[src/rtl/rv_pkg.sv]
// Shared fetch-stage constants: FSM state encodings, the bubble instruction
// word and the RV32I opcodes the next-PC predictor recognises.
package rv_pkg;

  typedef enum logic [1:0] {
    FETCH    = 2'd0,
    WAIT_MEM = 2'd1,
    HOLD     = 2'd2,
    DISCARD  = 2'd3
  } fetch_state_e;

  localparam logic [31:0] RV_NOP_INST = 32'h0000_0013;
  localparam logic [6:0]  OPC_JAL     = 7'b1101111;
  localparam logic [6:0]  OPC_BRANCH  = 7'b1100011;

endpackage

[src/rtl/fetch_predictor.sv]
// Static next-PC predictor: JAL is always taken, backward conditional branches
// are taken, everything else falls through to pc+4. Purely combinational.
module fetch_predictor
  import rv_pkg::*;
(
  input  logic [31:0] pc_i,
  input  logic [31:0] inst_i,
  output logic        taken_o,
  output logic [31:0] target_o
);

  logic [31:0] j_imm;
  logic [31:0] b_imm;
  logic        is_jal;
  logic        is_bwd_br;

  always_comb begin
    j_imm     = {{12{inst_i[31]}}, inst_i[19:12], inst_i[20], inst_i[30:21], 1'b0};
    b_imm     = {{20{inst_i[31]}}, inst_i[7], inst_i[30:25], inst_i[11:8], 1'b0};
    is_jal    = (inst_i[6:0] == OPC_JAL);
    is_bwd_br = (inst_i[6:0] == OPC_BRANCH) && inst_i[31];
    taken_o   = is_jal || is_bwd_br;
    if (is_jal)         target_o = pc_i + j_imm;
    else if (is_bwd_br) target_o = pc_i + b_imm;
    else                target_o = pc_i + 32'd4;
  end

endmodule

[src/rtl/fetch_stage.sv]
// Instruction fetch stage with IF/ID register, one-entry stall buffer and
// flush handling. Define FETCH_PREDICT_EN to enable static next-PC prediction.
module fetch_stage
  import rv_pkg::*;
#(
  parameter logic [31:0] RESET_PC = 32'h0000_0000,
  parameter logic [31:0] NOP_INST = RV_NOP_INST
) (
  input  logic        clk,
  input  logic        rst,
  input  logic        stall_i,
  input  logic        flush_i,
  input  logic [31:0] redirect_pc_i,
  output logic        imem_req_o,
  output logic [31:0] imem_addr_o,
  input  logic        imem_ready_i,
  input  logic [31:0] imem_rdata_i,
  output logic [31:0] inst_id_o,
  output logic [31:0] pc_id_o,
  output logic        valid_id_o,
  output logic        pred_taken_id_o,
  output logic        fetch_busy_o
);

  fetch_state_e state_q, state_d;
  logic [31:0]  pc_q, pc_d;
  logic [31:0]  req_addr_q, req_addr_d;
  logic [31:0]  inst_q, inst_d;
  logic [31:0]  pc_id_q, pc_id_d;
  logic         valid_q, valid_d;
  logic         pred_q, pred_d;
  logic [31:0]  hold_inst_q, hold_inst_d;
  logic [31:0]  hold_pc_q, hold_pc_d;
  logic         hold_pred_q, hold_pred_d;

  logic [31:0]  cur_addr;
  logic [31:0]  next_pc;
  logic         pred_taken;
  logic         word_ok;

  // pc_q is the next address to request; req_addr_q pins the address of an
  // in-flight request so a flush can retarget pc_q without moving imem_addr_o.
  assign cur_addr = (state_q == FETCH || state_q == HOLD) ? pc_q : req_addr_q;

`ifdef FETCH_PREDICT_EN
  fetch_predictor u_pred (
    .pc_i     (cur_addr),
    .inst_i   (imem_rdata_i),
    .taken_o  (pred_taken),
    .target_o (next_pc)
  );
`else
  always_comb begin
    pred_taken = 1'b0;
    next_pc    = cur_addr + 32'd4;
  end
`endif

  assign word_ok = imem_ready_i && !flush_i &&
                   (state_q == FETCH || state_q == WAIT_MEM);

  always_comb begin
    state_d     = state_q;
    pc_d        = pc_q;
    req_addr_d  = req_addr_q;
    inst_d      = inst_q;
    pc_id_d     = pc_id_q;
    valid_d     = valid_q;
    pred_d      = pred_q;
    hold_inst_d = hold_inst_q;
    hold_pc_d   = hold_pc_q;
    hold_pred_d = hold_pred_q;

    if (flush_i) begin
      inst_d  = NOP_INST;
      valid_d = 1'b0;
      pred_d  = 1'b0;
    end else if (!stall_i) begin
      if (word_ok) begin
        inst_d  = imem_rdata_i;
        pc_id_d = cur_addr;
        valid_d = 1'b1;
        pred_d  = pred_taken;
      end else if (state_q == HOLD) begin
        inst_d  = hold_inst_q;
        pc_id_d = hold_pc_q;
        valid_d = 1'b1;
        pred_d  = hold_pred_q;
      end else begin
        inst_d  = NOP_INST;
        valid_d = 1'b0;
        pred_d  = 1'b0;
      end
    end

    if (word_ok && stall_i) begin
      hold_inst_d = imem_rdata_i;
      hold_pc_d   = cur_addr;
      hold_pred_d = pred_taken;
    end

    unique case (state_q)
      FETCH, WAIT_MEM: begin
        if (flush_i) begin
          pc_d       = redirect_pc_i;
          req_addr_d = cur_addr;
          state_d    = imem_ready_i ? FETCH : DISCARD;
        end else if (imem_ready_i) begin
          pc_d    = next_pc;
          state_d = stall_i ? HOLD : FETCH;
        end else if (state_q == FETCH) begin
          req_addr_d = pc_q;
          state_d    = WAIT_MEM;
        end
      end
      HOLD: begin
        if (flush_i) begin
          pc_d    = redirect_pc_i;
          state_d = FETCH;
        end else if (!stall_i) begin
          state_d = FETCH;
        end
      end
      DISCARD: begin
        if (flush_i) pc_d = redirect_pc_i;
        if (imem_ready_i) state_d = FETCH;
      end
      default: state_d = FETCH;
    endcase
  end

  always_ff @(posedge clk) begin
    if (rst) begin
      state_q     <= FETCH;
      pc_q        <= RESET_PC;
      req_addr_q  <= RESET_PC;
      inst_q      <= NOP_INST;
      pc_id_q     <= '0;
      valid_q     <= 1'b0;
      pred_q      <= 1'b0;
      hold_inst_q <= NOP_INST;
      hold_pc_q   <= '0;
      hold_pred_q <= 1'b0;
    end else begin
      state_q     <= state_d;
      pc_q        <= pc_d;
      req_addr_q  <= req_addr_d;
      inst_q      <= inst_d;
      pc_id_q     <= pc_id_d;
      valid_q     <= valid_d;
      pred_q      <= pred_d;
      hold_inst_q <= hold_inst_d;
      hold_pc_q   <= hold_pc_d;
      hold_pred_q <= hold_pred_d;
    end
  end

  assign imem_req_o      = !rst && (state_q != HOLD);
  assign imem_addr_o     = cur_addr;
  assign fetch_busy_o    = (state_q == WAIT_MEM) || (state_q == DISCARD);
  assign inst_id_o       = inst_q;
  assign pc_id_o         = pc_id_q;
  assign valid_id_o      = valid_q;
  assign pred_taken_id_o = pred_q;

endmodule

[config.mk]
export PLATFORM = sky130hd
export DESIGN_NAME = fetch_stage
export DESIGN_NICKNAME = d
export VERILOG_FILES = /design/src/rtl/rv_pkg.sv /design/src/rtl/fetch_predictor.sv /design/src/rtl/fetch_stage.sv
export SDC_FILE = /design/constraint.sdc
export NUM_CORES = 1
export LEC_CHECK = 0
export BUFFER_PORTS_ARGS = -buffer_cell sky130_fd_sc_hd__buf_2
export CORE_AREA = 2 2 153 155
export DETAILED_ROUTE_END_ITERATION = 8
export DIE_AREA = 0 0 155 157
export GPL_TIMING_DRIVEN = 0
export PLACE_DENSITY = 0.66
export SLEW_MARGIN = 20
export SYNTH_ARGS = -nofsm -noshare
export SYNTH_HDL_FRONTEND = slang
export SYNTH_SLANG_ARGS = --single-unit
[constraint.sdc]
create_clock -name clk -period 6.5 [get_ports clk]
set_input_delay 0.975 -clock clk [delete_from_list [all_inputs] [get_ports clk]]
set_output_delay 0.975 -clock clk [all_outputs]
set_load 0.005 [all_outputs]
Yosys cells after proc, flatten, opt, wreduce, memory -nomap -nowiden
Index checks and enable logic that the tools add are counted.
{"block": "word_totals", "register_bits": 195, "out_inout_bits": 100, "wordCells": 63}
{"block": "classes", "addsub": 1, "eq_ne": 10, "mux": 23, "bitwise_logic": 2, "reduce_logical": 19}
{"cell": "two-way mux 32 bit", "count": 11}
{"cell": "case mux 32 bit (2 select lines)", "count": 1}
{"cell": "adder 32 x 3 -> 32 bit, second input constant", "count": 1}
{"cell": "two-way mux 2 bit", "count": 8}
{"cell": "AND reduction 3 bit", "count": 3}
{"cell": "!= test 2 bit, second input constant", "count": 3}
{"cell": "!= test 3 bit, second input constant", "count": 2}
{"cell": "case mux 2 bit (3 select lines)", "count": 1}
{"cell": "OR reduction 2 bit", "count": 3}
{"cell": "== test 2 bit, second input constant", "count": 2}
{"cell": "logical AND 1 bit", "count": 4}
{"cell": "!= test 4 bit, second input constant", "count": 1}
{"cell": "nonzero test 2 bit", "count": 2}
{"cell": "logical OR 1 bit", "count": 3}
{"cell": "== test 2 x 1 -> 1 bit, second input constant", "count": 1}
{"cell": "zero test 1 bit", "count": 2}
{"cell": "zero test 2 bit", "count": 1}
{"cell": "two-way mux 1 bit", "count": 2}
{"cell": "!= test 2 x 1 -> 1 bit, second input constant", "count": 1}
{"cell": "inverter 1 bit", "count": 2}
{"cell": "AND reduction 2 bit", "count": 1}

Logic depth before layout (Yosys ltp)
{"block": "depth", "word_depth": 7, "mapped_depth": 14}

Worst setup path before layout
No wires, ideal clock.
{"block": "synth_timing", "path_type": "reg2reg", "startpoint": "register state_q[0]", "endpoint": "register pc_q[28]", "setup_ns": 0.103, "t_arrival_ns": 2.773, "required_time_ns": 6.397, "setup_slack_ns": 3.623, "path_stages_with_launch": 15, "path_cell_list": "dfxtp_1 buf_6 buf_6 buf_4 buf_2 buf_2 mux2i_1 inv_1 ha_1 nand4b_1 nand2_1 nand4_2 nor3_2 xnor2_1 a2111oi_2"}
{"block": "synth_via", "elab_chain_len": 7, "elab_cells_between_ends": 15, "cone_classes": "add/sub: 1; eq/ne: 5; mux: 4; reduce/logical: 5"}
{"item": "from (decl)", "line": "fetch_stage.sv:25", "rtl": "fetch_state_e state_q, state_d;"}
{"item": "from (signal assigned)", "line": "fetch_stage.sv:145", "rtl": "state_q <= state_d;"}
{"item": "== test 2 bit / zero test 2 bit (equally long branches)", "line": "fetch_stage.sv:43", "rtl": "assign cur_addr = (state_q == FETCH || state_q == HOLD) ? pc_q : req_addr_q;"}
{"item": "logical OR 1 bit *", "line": "fetch_stage.sv:43"}
{"item": "two-way mux 32 bit *", "line": "fetch_stage.sv:43"}
{"item": "via imem_addr_o[2]", "line": "fetch_stage.sv:15", "rtl": "output logic [31:0] imem_addr_o,"}
{"item": "adder 32 x 3 -> 32 bit *", "line": "fetch_stage.sv:55", "rtl": "next_pc = cur_addr + 32'd4;"}
{"item": "two-way mux 32 bit *", "line": "fetch_stage.sv:108", "rtl": "end else if (imem_ready_i) begin"}
{"item": "two-way mux 32 bit *", "line": "fetch_stage.sv:104", "rtl": "if (flush_i) begin"}
{"item": "case mux 32 bit (2 select lines) *", "line": "fetch_stage.sv:102", "rtl": "unique case (state_q)"}
{"item": "to (signal assigned)", "line": "fetch_stage.sv:146", "rtl": "pc_q <= pc_d;"}
{"item": "to (decl)", "line": "fetch_stage.sv:26", "rtl": "logic [31:0] pc_q, pc_d;"}
Mark *: on every way through the listed nets, which the timed path passes. The rest lies on a longest branch. The select of a mux whose other input is x is not followed.
A chain may end at the register's enable or synchronous reset.

Worst setup path in the final report
{"block": "layout_timing", "startpoint": "register state_q[0]", "endpoint": "register pc_q[30]"}
{"block": "layout_via", "elab_chain_len": 7, "elab_cells_between_ends": 15, "cone_classes": "add/sub: 1; eq/ne: 5; mux: 4; reduce/logical: 5"}
{"item": "== test 2 bit / zero test 2 bit (equally long branches)", "line": "fetch_stage.sv:43, fetch_stage.sv:102"}
{"item": "logical OR 1 bit", "line": "fetch_stage.sv:43"}
{"item": "two-way mux 32 bit", "line": "fetch_stage.sv:43"}
{"item": "adder 32 x 3 -> 32 bit", "line": "fetch_stage.sv:55"}
{"item": "two-way mux 32 bit", "line": "fetch_stage.sv:108"}
{"item": "two-way mux 32 bit", "line": "fetch_stage.sv:104"}
{"item": "case mux 32 bit (2 select lines)", "line": "fetch_stage.sv:102"}
Several ways; a longest one is shown, not always the timed one. The select of a mux whose other input is x is not followed.

==> impl_metrics.csv <==
group,metric,value,unit
yosys,yosys.cell_types.count,54,
flow_run,drv_cap,0,
timing,tightest_slew,795.5,ps
floorplanning,start_util,39.68,%
floorplanning,fp.dieW,155,µm
drt,drtAntennaViolNets,0,
clocking,cts.path.max_buffers,2,
worst_setup_path,path_max_fanout,10,
worst_setup_path,end_kind,"register",
placed_design,dp_hpwl,21600,µm
clocking,clk_latency,450,ps
yosys,yosysWarnings,0,
pwr,peakVddDrop,183.1,µV
clocking,postCtsHoldBufs,0,
timing,rsz0062_at_grt,"false",
clocking,cts.sinks,195,
yosys,avgSynthCellArea,7.868,µm²
outcome,outcome,"finished, final reports clean",
yosys,syn_area,0.008930,mm²
clocking,cts_tree,"yes",
drt,vias_per_cell,5.447,
grt,antenna_found_initial,4,
drt,firstDrtPassIters,8,
floorplanning,placementRows,55,
placed_design,io_buffers,165,
timing,hold-worst-slack,448.6,ps
timing,fin_ws,2600,ps
floorplanning,die_y,157,µm
worst_setup_path,rrSetupSlack,2600,ps
clocking,cts-root-buf,"clkbuf_16",
finish,drive_gt1_share,17.12,%
pwr,power.density,250.3,mW/mm²
drt,wl_per_cell,18.30,µm
yosys,synth_seq_cells,195,
worst_setup_path,cp-start-kind,"register",
floorplanning,io_pins,169,
grt,grtUsageTotal,23.91,%
yosys,seq_area_frac_synth,43.72,%
grt,grt_pass1_vias,8196,
timing,clock.fmax,256.4,MHz
clocking,clk_pin_slew,80,ps
worst_setup_path,critical_path_required,6840,ps
finish,final-seq-area,0.003904,mm²
grt,grt_max_degree,19,
floorplanning,die_area,0.02434,mm²
finish,multi_input_area,0.004494,mm²
placed_design,pre_cts_ws,2677,ps
hold_path,hold_path_class,"register to register",
drt,drc,0,
timing,slew_violations,0,
drt,first_iter_violations,637,
pwr,leakage,4.304,nW
timing,finalClockSkew,9.799,ps
drt,via_count,8814,
clocking,cts_resized,0,
yosys,postSynthCellCount,1135,
timing,min_period,3900,ps
placed_design,gp_congestion,0.9575,
finish,final_common_cell,"nand2_1",
clocking,numCtsBuffers,17,
timing,tns,0,ps
worst_setup_path,cp.arrival,4240,ps
drt,wl,29610,µm
timing,final-setup-viol-count,0,
worst_setup_path,crit_type,"register to register",
timing,hold_violations,0,
grt,grt_pass1_wl,45090,µm
finish,final_core_util,47.43,%
clocking,clock_tree.htree_level_count,4,
finish,area_delta_synth_final,19.53,%
grt,gr-total-overflow,0,
finish,fin_nets,1389,
clocking,cts_setup_buffers,0,
yosys,synth_fp_nets,1205,
finish,layout_common_cells,"228 x nand2_1, 195 x dfxtp_1, 170 x buf_2, 163 x a21oi_1, 128 x nor2_1",
timing,maxSlewHeadroom,46.97,%
floorplanning,coreArea,0.02250,mm²
timing,fin_crit_sh,60.00,%
finish,num-fill-cells,2282,
==> path summary, 6_finish.rpt <==
check / from / end / depth (start not counted)
worst max-delay path: state_q[0]$_SDFFE_PP0P_ / pc_q[30]$_SDFFE_PP0P_ / 14
worst min-delay path: pc_id_o[5]$_SDFFE_PP0P_ / pc_id_o[5]$_SDFFE_PP0P_ / 2
worst min register to register: pc_id_o[5]$_SDFFE_PP0P_ / pc_id_o[5]$_SDFFE_PP0P_ / 2
worst max register to register: state_q[0]$_SDFFE_PP0P_ / pc_q[30]$_SDFFE_PP0P_ / 14
==> worst max-delay path: stages, from the launching register on <==
cell and delay, ps:
dfxtp_1 320, buf_6 150, buf_6 180, buf_4 240
buf_2 370, buf_2 400, mux2i_1 520, inv_1 130
ha_1 280, nand4b_1 150, nand2_1 170, nand4_2 290
nor3_2 100, xnor2_1 150, a2111oi_2 340
==> state kept, by name, summed over array words and instances, names as in the netlist <==
register,cells
hold_pc_q,32
hold_inst_q,32
inst_id_o,32
state_q,2
valid_id_o,1
req_addr_q,32
pc_q,32
pc_id_o,32
==> final cells by class <==
type                            instances  share of cell area, %
Antenna cell                            1                0.02344
Buffer                                 94                  3.575
Clock buffer                           19                  4.150
Clock inverter                         13                  1.090
Inverter                               40                  1.407
Multi-Input combinational cell        806                  42.11
Sequential cell                       195                  36.57
Tap cell                              285                  3.341
Timing Repair Buffer                  165                  7.736
==> report_power, final <==
part	switching [mW]	total, mW	internal [mW]	leakage (nW)
combinational	0.244	0.369	0.125	2.45
clock	0.502	1.01	0.513	0.263
sequential	0.0431	1.29	1.25	1.59
total	0.789	2.67	1.88	4.30
==> per-stage QoR <==
| step | cell area (µm²) | cells | power (mW) |
|---|---|---|---|
| floorplan | 8930 | 1135 | 1.529 |
| finish | 10670 | 1618 | 2.672 |
| CTS | 10670 | 1617 | 2.678 |
| detailed placement | 10110 | 1585 | 1.678 |
| global placement | 10110 | 1585 | 1.673 |
| global route | 10670 | 1617 | 2.772 |
==> logic make-up (layout without fill, tap and decap cells) <==
logic type	after synthesis	after routing	share of synthesized area [%]
XOR/XNOR	23	23	2.256
adder cells (fa/ha/maj)	1	1	0.1401
other	1	2	0.04199
AO/OA/AOI/OAI	311	311	22.29
buffers and inverters	134	331	5.955
flip-flops	195	195	43.72
multiplexers	32	32	3.643
AND/OR/NAND/NOR	438	438	21.96
==> cell usage after synthesis, drive strengths merged <==
library cell    n  area (µm²)
a2111oi        10       127.6
a211oi         37       295.3
a21oi         163       815.8
a221oi          7       61.31
a22o            1       8.760
a22oi          35       281.5
a31oi           2       12.51
a32oi           1       8.760
and3            7       43.79
buf            17       92.58
clkbuf         77       289.0
conb            1       3.750
dfxtp         195        3904
ha              1       12.51
inv            40       150.1
mux2            1       11.26
mux2i          31       314.1
nand2         228       855.8
nand2b          3       18.77
nand3          13       70.07
nand3b          7       65.06
nand4          12       111.4
nand4b         10       132.6
nor2          128       480.5
nor2b           4       25.02
nor3           17       100.1
nor3b           1       7.510
o211ai         36       270.3
o21ai          13       65.06
o22ai           3       18.77
o2bb2ai         1       8.760
o31ai           1       7.510
o32ai           1       8.760
or2             2       12.51
or3             6       37.54
xnor2          23       201.4
==> routing by layer <==
layer	part of all wire, %	GRT usage [%]	vias to the layer above
met2	45	38.07	337
met1	43	30.91	4147
met5	0.11	0	-
met3	9.6	7.269	46
li1	-	-	4278
met4	2.2	8.069	6
(Power assumes the default switching activity.)
